`src/rtl/adder_share_arbiter_pkg.sv`:
```
// Shared definitions for the two-port adder arbiter: FSM encoding, port
// indices and the tie-break helper.
package adder_share_arbiter_pkg;

    typedef enum logic [1:0] {
        ST_IDLE = 2'd0,
        ST_ADD  = 2'd1,
        ST_RESP = 2'd2
    } state_e;

    localparam logic PORT0 = 1'b0;
    localparam logic PORT1 = 1'b1;

    // Winner for this IDLE cycle; with FAIR the port that did not win last goes first.
    function automatic logic arb_pick(input logic req0, input logic req1,
                                      input logic last_gnt, input logic fair);
        logic win;
        if (req0 && req1) begin
            if (fair) begin
                win = ~last_gnt;
            end else begin
                win = PORT0;
            end
        end else if (req1) begin
            win = PORT1;
        end else begin
            win = PORT0;
        end
        return win;
    endfunction

endpackage

```
`src/rtl/adder_share_arbiter_adder_8bits.sv`:
```
// Plain 8-bit unsigned adder with carry out; the shared datapath.
module adder_8bits (
    input  logic [7:0] a,
    input  logic [7:0] b,
    output logic [7:0] s,
    output logic       c_out
);

    assign {c_out, s} = {1'b0, a} + {1'b0, b};

endmodule

```
`src/rtl/adder_share_arbiter.sv`:
```
// Two-requester arbiter around one adder_8bits: grant, latch operands, add,
// return a registered 9-bit sum with a one-cycle ack, and count completed ops.
module adder_share_arbiter
    import adder_share_arbiter_pkg::*;
#(
    parameter int FAIR  = 1,
    parameter int CNT_W = 16
) (
    input  logic             clk,
    input  logic             rst,
    input  logic             req0,
    input  logic [7:0]       a0,
    input  logic [7:0]       b0,
    input  logic             req1,
    input  logic [7:0]       a1,
    input  logic [7:0]       b1,
    output logic             gnt0,
    output logic             gnt1,
    output logic             ack0,
    output logic             ack1,
    output logic [8:0]       sum,
    output logic             busy,
    output logic [CNT_W-1:0] op_count
);

    state_e             state_r;
    state_e             state_nxt_s;
    logic               win_r;
    logic               win_nxt_s;
    logic               last_gnt_r;
    logic               load_s;
    logic [7:0]         a_r;
    logic [7:0]         b_r;
    logic [7:0]         add_s_s;
    logic               add_c_s;
    logic [8:0]         sum_r;
    logic               gnt0_r;
    logic               gnt1_r;
    logic               ack0_r;
    logic               ack1_r;
    logic               busy_r;
    logic [CNT_W-1:0]   op_count_r;

    // Next-state and arbitration decision
    always_comb begin
        state_nxt_s = state_r;
        win_nxt_s   = win_r;
        load_s      = 1'b0;
        case (state_r)
            ST_IDLE: begin
                if (req0 || req1) begin
                    state_nxt_s = ST_ADD;
                    win_nxt_s   = arb_pick(req0, req1, last_gnt_r, FAIR != 0);
                    load_s      = 1'b1;
                end else begin
                    state_nxt_s = ST_IDLE;
                end
            end
            ST_ADD:  state_nxt_s = ST_RESP;
            ST_RESP: state_nxt_s = ST_IDLE;
            default: state_nxt_s = ST_IDLE;
        endcase
    end

    // State, current winner and tie-break history (port 0 wins the first tie)
    always_ff @(posedge clk or posedge rst) begin
        if (rst) begin
            state_r    <= ST_IDLE;
            win_r      <= PORT0;
            last_gnt_r <= PORT1;
        end else begin
            state_r <= state_nxt_s;
            win_r   <= win_nxt_s;
            if (state_r == ST_RESP) begin
                last_gnt_r <= win_r;
            end
        end
    end

    // Operand capture; the adder only ever sees these copies, never the live ports
    always_ff @(posedge clk or posedge rst) begin
        if (rst) begin
            a_r <= 8'h00;
            b_r <= 8'h00;
        end else if (load_s) begin
            a_r <= (win_nxt_s == PORT1) ? a1 : a0;
            b_r <= (win_nxt_s == PORT1) ? b1 : b0;
        end
    end

    adder_8bits u_adder (
        .a     (a_r),
        .b     (b_r),
        .s     (add_s_s),
        .c_out (add_c_s)
    );

    // Result register, loaded at the end of ADD and held otherwise
    always_ff @(posedge clk or posedge rst) begin
        if (rst) begin
            sum_r <= 9'h000;
        end else if (state_r == ST_ADD) begin
            sum_r <= {add_c_s, add_s_s};
        end
    end

    // Status outputs registered from the next state so they align with it
    always_ff @(posedge clk or posedge rst) begin
        if (rst) begin
            gnt0_r <= 1'b0;
            gnt1_r <= 1'b0;
            ack0_r <= 1'b0;
            ack1_r <= 1'b0;
            busy_r <= 1'b0;
        end else begin
            busy_r <= (state_nxt_s != ST_IDLE);
            gnt0_r <= (state_nxt_s != ST_IDLE) && (win_nxt_s == PORT0);
            gnt1_r <= (state_nxt_s != ST_IDLE) && (win_nxt_s == PORT1);
            ack0_r <= (state_nxt_s == ST_RESP) && (win_nxt_s == PORT0);
            ack1_r <= (state_nxt_s == ST_RESP) && (win_nxt_s == PORT1);
        end
    end

    // Completed-operation counter, wraps silently
    always_ff @(posedge clk or posedge rst) begin
        if (rst) begin
            op_count_r <= {CNT_W{1'b0}};
        end else if (state_r == ST_RESP) begin
            op_count_r <= op_count_r + {{(CNT_W-1){1'b0}}, 1'b1};
        end
    end

    assign gnt0     = gnt0_r;
    assign gnt1     = gnt1_r;
    assign ack0     = ack0_r;
    assign ack1     = ack1_r;
    assign busy     = busy_r;
    assign sum      = sum_r;
    assign op_count = op_count_r;

endmodule

```
`config.mk`:
```
export PLATFORM = sky130hd
export DESIGN_NAME = adder_share_arbiter
export DESIGN_NICKNAME = d
export VERILOG_FILES = /design/src/rtl/adder_share_arbiter_pkg.sv /design/src/rtl/adder_share_arbiter_adder_8bits.sv /design/src/rtl/adder_share_arbiter.sv
export SDC_FILE = /design/constraint.sdc
export NUM_CORES = 1
export LEC_CHECK = 0
export ABC_CLOCK_PERIOD_IN_PS = 1500
export CORE_MARGIN = 8
export CORE_UTILIZATION = 35
export DETAILED_ROUTE_END_ITERATION = 16
export PLACE_DENSITY = 0.75
export SETUP_SLACK_MARGIN = 0.2
export SLEW_MARGIN = 20
export SYNTH_ARGS = -nofsm -noshare
export SYNTH_HDL_FRONTEND = slang
export SYNTH_HIERARCHICAL = 1
export SYNTH_SLANG_ARGS = --single-unit
```
`constraint.sdc`:
```
create_clock -name clk -period 1.5 [get_ports clk]
set_input_delay 0.3 -clock clk [delete_from_list [all_inputs] [get_ports clk]]
set_output_delay 0.3 -clock clk [all_outputs]
set_load 0.01 [all_outputs]
```
==> metrics.txt, run 1 <==
largest net degree at the start of global routing 22; Internal 5.61 mW; DR DRC count 0; FFs w/ async S/R, synth 1.00; PortBufs 65; overall power 9.81 mW; Area contributors post-synth dfrtp_1, nand2_1, a21oi_1, xnor2_1, ha_1; area of the multi-input gates 1610 um^2; area leader, netlist dfrtp_1; RSZ-0062 raised after global routing true; main combinational cell family by area after synthesis simple AND/OR/NAND/NOR gates; layout cells sized above 1 0.477; Hold Path Class input pin to async pin; clock power share 0.086; IO Count 66; VDD IR-drop max 1.11 mV; Post-Route WL 9120 um; sw frac 0.428; Placer Congestion 0.804; combinational power share 0.671; final critical-path required period 1.78 ns; setup violators final 6; DRT antenna net count 0; first-pass GRT wire length 13200 um; Max Fclk 0.563 GHz; unique cell type count in the Yosys netlist 40; Final Worst Setup Slack -0.276 ns; cts hold-fix bufs 0; Static Leak 2.00 nW; Root Driver clkbuf_8; fin. max-slew vios 0; fillcell total 464; sequential share of power 0.242; drt pass-1 iters 4; area of the core 6720 um^2; initial antenna violation count 0; Num CTS Buffers 5; crit path kind flip-flop to flip-flop; vias in the first global route 2611; CTS H-Tree Depth 2; share of the synthesized area in the top cell type 0.512; main flop type after synthesis dfrtp_1; vias per cell 5.31; register area 1260 um^2; Syn Inst Count 247; ANT cells 0; crit-path max FO 2; Power Dens Cells 2230 nW/um^2; worst path required time 1.70 ns; Switch Pwr 4.20 mW; status finished with violations; area share of xor/xnor cells in the synthesized design 0.0695; Syn Nets 293; CTS clk-pin slew, worst paths 0.10 ns; Final Hold Fails 0; die width 98.7 um; Initial Utilization 0.357; slew margin rel. 0.727; failing checks setup timing; flops & latches, synth 50; Tcrit/Tclk final 1.18; clock tree buffer depth 2; DR WL/cell 19.7 um; Worst Skew 0.0141 ns; crit end category flip-flop; post-synthesis adder-cell area fraction 0.0554; clk_lat worst skew 0.31 ns; die footprint 9750 um^2; Synth Area in Compound Gates 0.116; global route overflow 0; Via Count 2464; Cells after DPL 405; starting DRC count in detailed routing 152; hpwl dp 4730 um; Syn-to-layout area delta 83.9%; CTS tree done; # nets final 429; post-synthesis simple-gate area fraction 0.192; GRT Total Usage 0.170; EDFF count, synth 0; die height 98.7 um; max-cap check violation count 0; CP Launch Type flip-flop; Cell Area, Synth 2400 um^2; fin cells 464; Worst Path Arrival 1.97 ns; Avg Inst Size Synth 9.70 um^2; Cell Rows 30; mux contribution to synthesized area 0.0136; Sink Count 50; worst slew pin tran 0.409 ns; sequential fraction of the synthesis area 0.523; Ys Warns 6
-- cell usage after synthesis (2+ instances only) --
master	count
inv_1	5
nor3_1	3
a311o_1	2
mux2_2	2
nor2_2	3
nor2b_1	2
dfrtp_1	49
a21o_1	2
and3_1	3
clkbuf_1	2
a21oi_1	38
nor2_1	21
nand4_1	4
nand3_1	6
ha_1	9
o21a_1	2
xor2_1	6
buf_2	2
buf_6	2
xnor2_1	13
inv_2	2
nand2_1	51
-- power groups by stage --
stage	clock [mW]	sequential [mW]	combinational, mW
finish	0.846	2.38	6.58
global route	0.909	2.42	7.03
CTS	0.851	2.29	5.48
global placement	0	2.33	4.16
detailed placement	0	2.34	4.29
floorplan	0	2.37	2.54
-- metal layers --
metal | up-vias | GRT usage | part of all wire
met5 | - | 0 | 0
met4 | 0 | 0.0885 | 0.034
met3 | 23 | 0.0289 | 0.053
met2 | 97 | 0.295 | 0.51
met1 | 1235 | 0.195 | 0.41
li1 | 1109 | - | -
-- worst paths after layout --
check | slack [ns] | startpoint | cells past startpoint | to
max | -0.28 | b_r[0] | 8 | sum[4]
min | 0.33 | rst | 2 | win_r
max reg2reg | -0.28 | b_r[0] | 8 | sum[4]
min reg2reg | 0.48 | sum[3] | 2 | sum[3]
max in group asynchronous | 0.72 | rst | 3 | a_r[1]
min in group clk | 0.48 | sum[3] | 2 | sum[3]
-- logic make-up (layout without fill, tap and decap cells) --
| family | count (synthesis) | count (layout) |
|---|---|---|
| XOR/XNOR | 19 | 19 |
| AND/OR/NAND/NOR | 102 | 103 |
| buffers and inverters | 14 | 150 |
| AO/OA/AOI/OAI | 49 | 49 |
| flip-flops | 50 | 50 |
| adder cells (fa/ha/maj) | 10 | 10 |
| multiplexers | 3 | 3 |
-- metrics by stage --
step | instance area [um^2] | TNS [ns] | setup slack (ns) | hold slack [ns] | util
after floorplan | 2460 | -0.0955 | -0.0414 | 0.342 | -
after global placement | 3370 | -4.33 | -0.240 | 0.462 | 0.501
after detailed placement | 3370 | -4.95 | -0.303 | 0.469 | 0.501
after CTS | 4100 | -0.734 | -0.189 | 0.328 | 0.610
after global routing | 4410 | -1.72 | -0.325 | 0.366 | 0.656
final | 4410 | -1.34 | -0.276 | 0.329 | 0.656
-- sequential cells by signal, summed over array words and instances (netlist names), 2 cells and up --
| name | flops |
|---|---|
| a_r | 8 |
| op_count | 16 |
| sum | 9 |
| state_r | 2 |
| b_r | 8 |
-- cell type report --
cell class,count,share of cell area
sequential,50,0.285
timing repair buffer,135,0.296
tap,80,0.0227
multi-input combinational,184,0.366
inverter,7,0.00738
clock buffer,6,0.0187
clock inverter,2,0.00398
-- timing repair --
item | in CTS | in global routing
endpoints found under the setup margin | 60 | 62
gates cloned | 4 | 0
buffers inserted | 32 | 15
gates resized for setup | 130 | 67
pin swaps | 53 | 44
-- cells in the final DEF, fill, tap and decap left out, types with 3 or more instances in the layout --
cell	Yosys	routed
buf_4	1	47
dfrtp_1	49	45
clkdlybuf4s50_1	0	33
a21oi_2	0	32
nand2_1	51	32
clkdlybuf4s15_1	0	20
buf_6	2	19
nand2_4	0	18
nor2_1	21	16
xnor2_1	13	8
clkbuf_8	0	6
dlygate4sd2_1	0	6
nor2_4	0	5
xor2_1	6	5
xnor2_2	0	5
ha_4	0	5
a21oi_1	38	4
nand4_1	4	4
inv_1	5	4
dfrtp_2	0	4
clkbuf_2	0	4
buf_12	0	4
and3_4	0	3
nor2_2	3	3
nand3_2	1	3
ha_1	9	3
-- worst max-delay path, stage by stage, from the launching register on --
cell      delay (ns)
dfrtp_1         0.44
ha_4            0.19
fa_2            0.37
a21oi_2         0.19
buf_4           0.15
o21bai_4        0.06
xor2_1          0.14
nand2_1         0.08
nand2_1         0.05
Power figures use the tool's default switching activity.
==> inputs of run 2 (changes only) <==
ABC_CLOCK_PERIOD_IN_PS = 1600   (was 1500)
CORE_UTILIZATION = 43   (was 35)
PLACE_DENSITY = 0.87   (was 0.75)
clock period = 1.6 ns   (was 1.5 ns; I/O delays follow)
==> run 2 against run 1 <==
Effect of this change: sequential share of layout area increased by 5.2 points; combinational power decreased by 27%; final cell count decreased by 9.7%; wire length decreased by 24%; global-route usage decreased by 1.9 points; total power decreased by 18%; first-iteration DRC count increased by 9.9%; non-clock buffer count decreased by 36; die area decreased by 16%; the flow still finishes with violations (setup timing); sequential cell count unchanged.
==> metrics.txt, run 2 (synthesized netlist as in run 1, its figures left out) <==
slew margin rel. 0.706 (-0.0212); Tcrit/Tclk final 1.11 (-0.0752); worst path required time 1.80 ns (+0.10 ns); Power Dens Cells 2170 nW/um^2 (-2.7%); crit path kind flip-flop to flip-flop; Post-Route WL 6890 um (-24%); Setup crit end sum[4]; DR WL/cell 16.4 um (-16%); Final Worst Setup Slack -0.174 ns (+0.102 ns); IO Count 66 (unchanged); worst stage delay on the critical path 0.45 ns (about the same); overall power 8.03 mW (-18%); setup violators final 6 (unchanged); most frequent cells in the layout nand2_1, dfrtp_1, a21oi_1, clkdlybuf4s50_1, dlygate4sd2_1; global route overflow 0 (unchanged); GRT Total Usage 0.151 (-0.0186); Final Hold Fails 0 (unchanged); # nets final 392 (-8.6%); vias in the first global route 2105 (-19%); die width 90.6 um (-8.2%); metal2 WL 3500 um (-24%); initial antenna violation count 0 (unchanged); clk_lat worst skew 0.31 ns (about the same); most common cell after layout, fill and taps aside nand2_1; Hold WS 0.378 ns (+0.0496 ns); CTS H-Tree Depth 2 (unchanged); Worst Path Arrival 1.97 ns (about the same); CP delay by family, top adder cells; failing checks setup timing; Via Count 2175 (-12%); Sink Count 50 (unchanged); final critical-path required period 1.77 ns (-0.00199 ns); area of the core 5440 um^2 (-19%); Worst Skew 0.00869 ns (-0.00543 ns); flop2flop setup slack -0.17 ns (+0.10 ns); ANT cells 0 (unchanged); first-pass GRT wire length 10300 um (-22%); CP Buf/Inv Count 1 (unchanged); worst slew pin tran 0.440 ns (+0.0318 ns); vias per cell 5.19 (-2.2%); Worst R2R Start b_r[0]; fin. max-slew vios 0 (unchanged); reg2reg path depth 8 (unchanged); Hold Path Class input pin to async pin; Num CTS Buffers 5 (unchanged); Highest Signal Layer met4; VDD IR-drop max 1.21 mV (+9.1%); M1 WL 2860 um (-23%); number of flip-flops in the largest register 16 (unchanged); largest net degree at the start of global routing 21 (-4.5%); die height 90.6 um (-8.2%); Most common cell on crit path nand2_1; PortBufs 65 (unchanged); Final Util 0.682 (+0.0266); crit-path max FO 2 (unchanged); layout cells sized above 1 0.225 (-0.252); clock tree buffer depth 2 (unchanged); Placer Congestion 0.846 (+5.3%); Static Leak 1.75 nW (-13%); wire length on met3 372 um (-22%); cts hold-fix bufs 0 (unchanged); Crit-path slowest cell dfrtp_1; CTS clk-pin slew, worst paths 0.09 ns (about the same); Initial Utilization 0.441 (+0.0839); status finished with violations; hpwl dp 4480 um (-5.3%); crit end category flip-flop; DRT antenna net count 0 (unchanged); Syn-to-layout area delta 54.9%; Cell Rows 27 (-10%); drt pass-1 iters 4 (unchanged); Max Fclk 0.564 GHz (+0.11%); RR Endpoint sum[4]; CP Launch Type flip-flop; Root Driver clkbuf_8; die footprint 8220 um^2 (-16%); DR DRC count 0 (unchanged); starting DRC count in detailed routing 167 (+9.9%); CTS tree done; CP Cell Sequence ha_4, fa_2, a21oi_4, buf_6, o21bai_1, xor2_1, nand2_1, nand2_1; CP Depth 8 (unchanged); RSZ-0062 raised after global routing true; max-cap check violation count 0 (unchanged); crit path launch b_r[0]
run 2: cell count changes in the layout (fill, tap and decap cells not counted), moves of 4 or more:
| cell | delta |
|---|---|
| buf_4 | -20 |
| a21oi_1 | +31 |
| dlygate4sd2_1 | +23 |
| clkdlybuf4s15_1 | -20 |
| nand2_4 | -18 |
| buf_6 | -15 |
| a21oi_2 | -32 |
| nand2_1 | +18 |
| clkbuf_2 | -4 |
run 2: area by class of cell:
class / count / area, um^2
Fill cell: 408 / 1730
Multi-Input combinational cell: 183 / 1270
Sequential cell: 50 / 1250
Timing Repair Buffer: 99 / 932
Tap cell: 72 / 90.1
Clock buffer: 5 / 68.8
Clock inverter: 3 / 68.8
Inverter: 7 / 30.0
run 2: per-layer routing:
layer	GRT usage	up-vias
li1	-	1033
met1	0.191	1032
met2	0.242	94
met3	0.0349	16
met4	0.0610	0
met5	0	-
run 2: timing repair:
| item | 4_1_cts | 5_1_grt |
|---|---|---|
| pin swaps | 18 | 20 |
| gates resized for setup | 38 | 24 |
| gates cloned | 0 | 0 |
| setup endpoints to repair | 56 | 31 |
| setup buffers | 15 | 5 |
run 2: power breakdown:
part           internal [mW]  total [mW]  switching, mW  leakage, nW
logic                   2.35        4.82           2.46         1.07
clock network          0.626        1.05          0.426       0.0683
registers               1.78        2.17          0.389        0.613
run 2: worst min path at each step:
stage | endpoint
finish | state_r[1]
global route | state_r[1]
CTS | win_r
detailed placement | sum[2]
global placement | sum[2]
floorplan | a_r[0]
run 2: through the flow:
step	instances	cell area, um^2	setup slack, ns	TNS, ns
final	419	3710	-0.174	-0.827
after global routing	419	3710	-0.218	-1.14
after CTS	414	3560	-0.130	-0.449
after detailed placement	391	3310	-0.199	-2.83
after global placement	391	3310	-0.117	-1.94
after floorplan	247	2460	0.0586	0
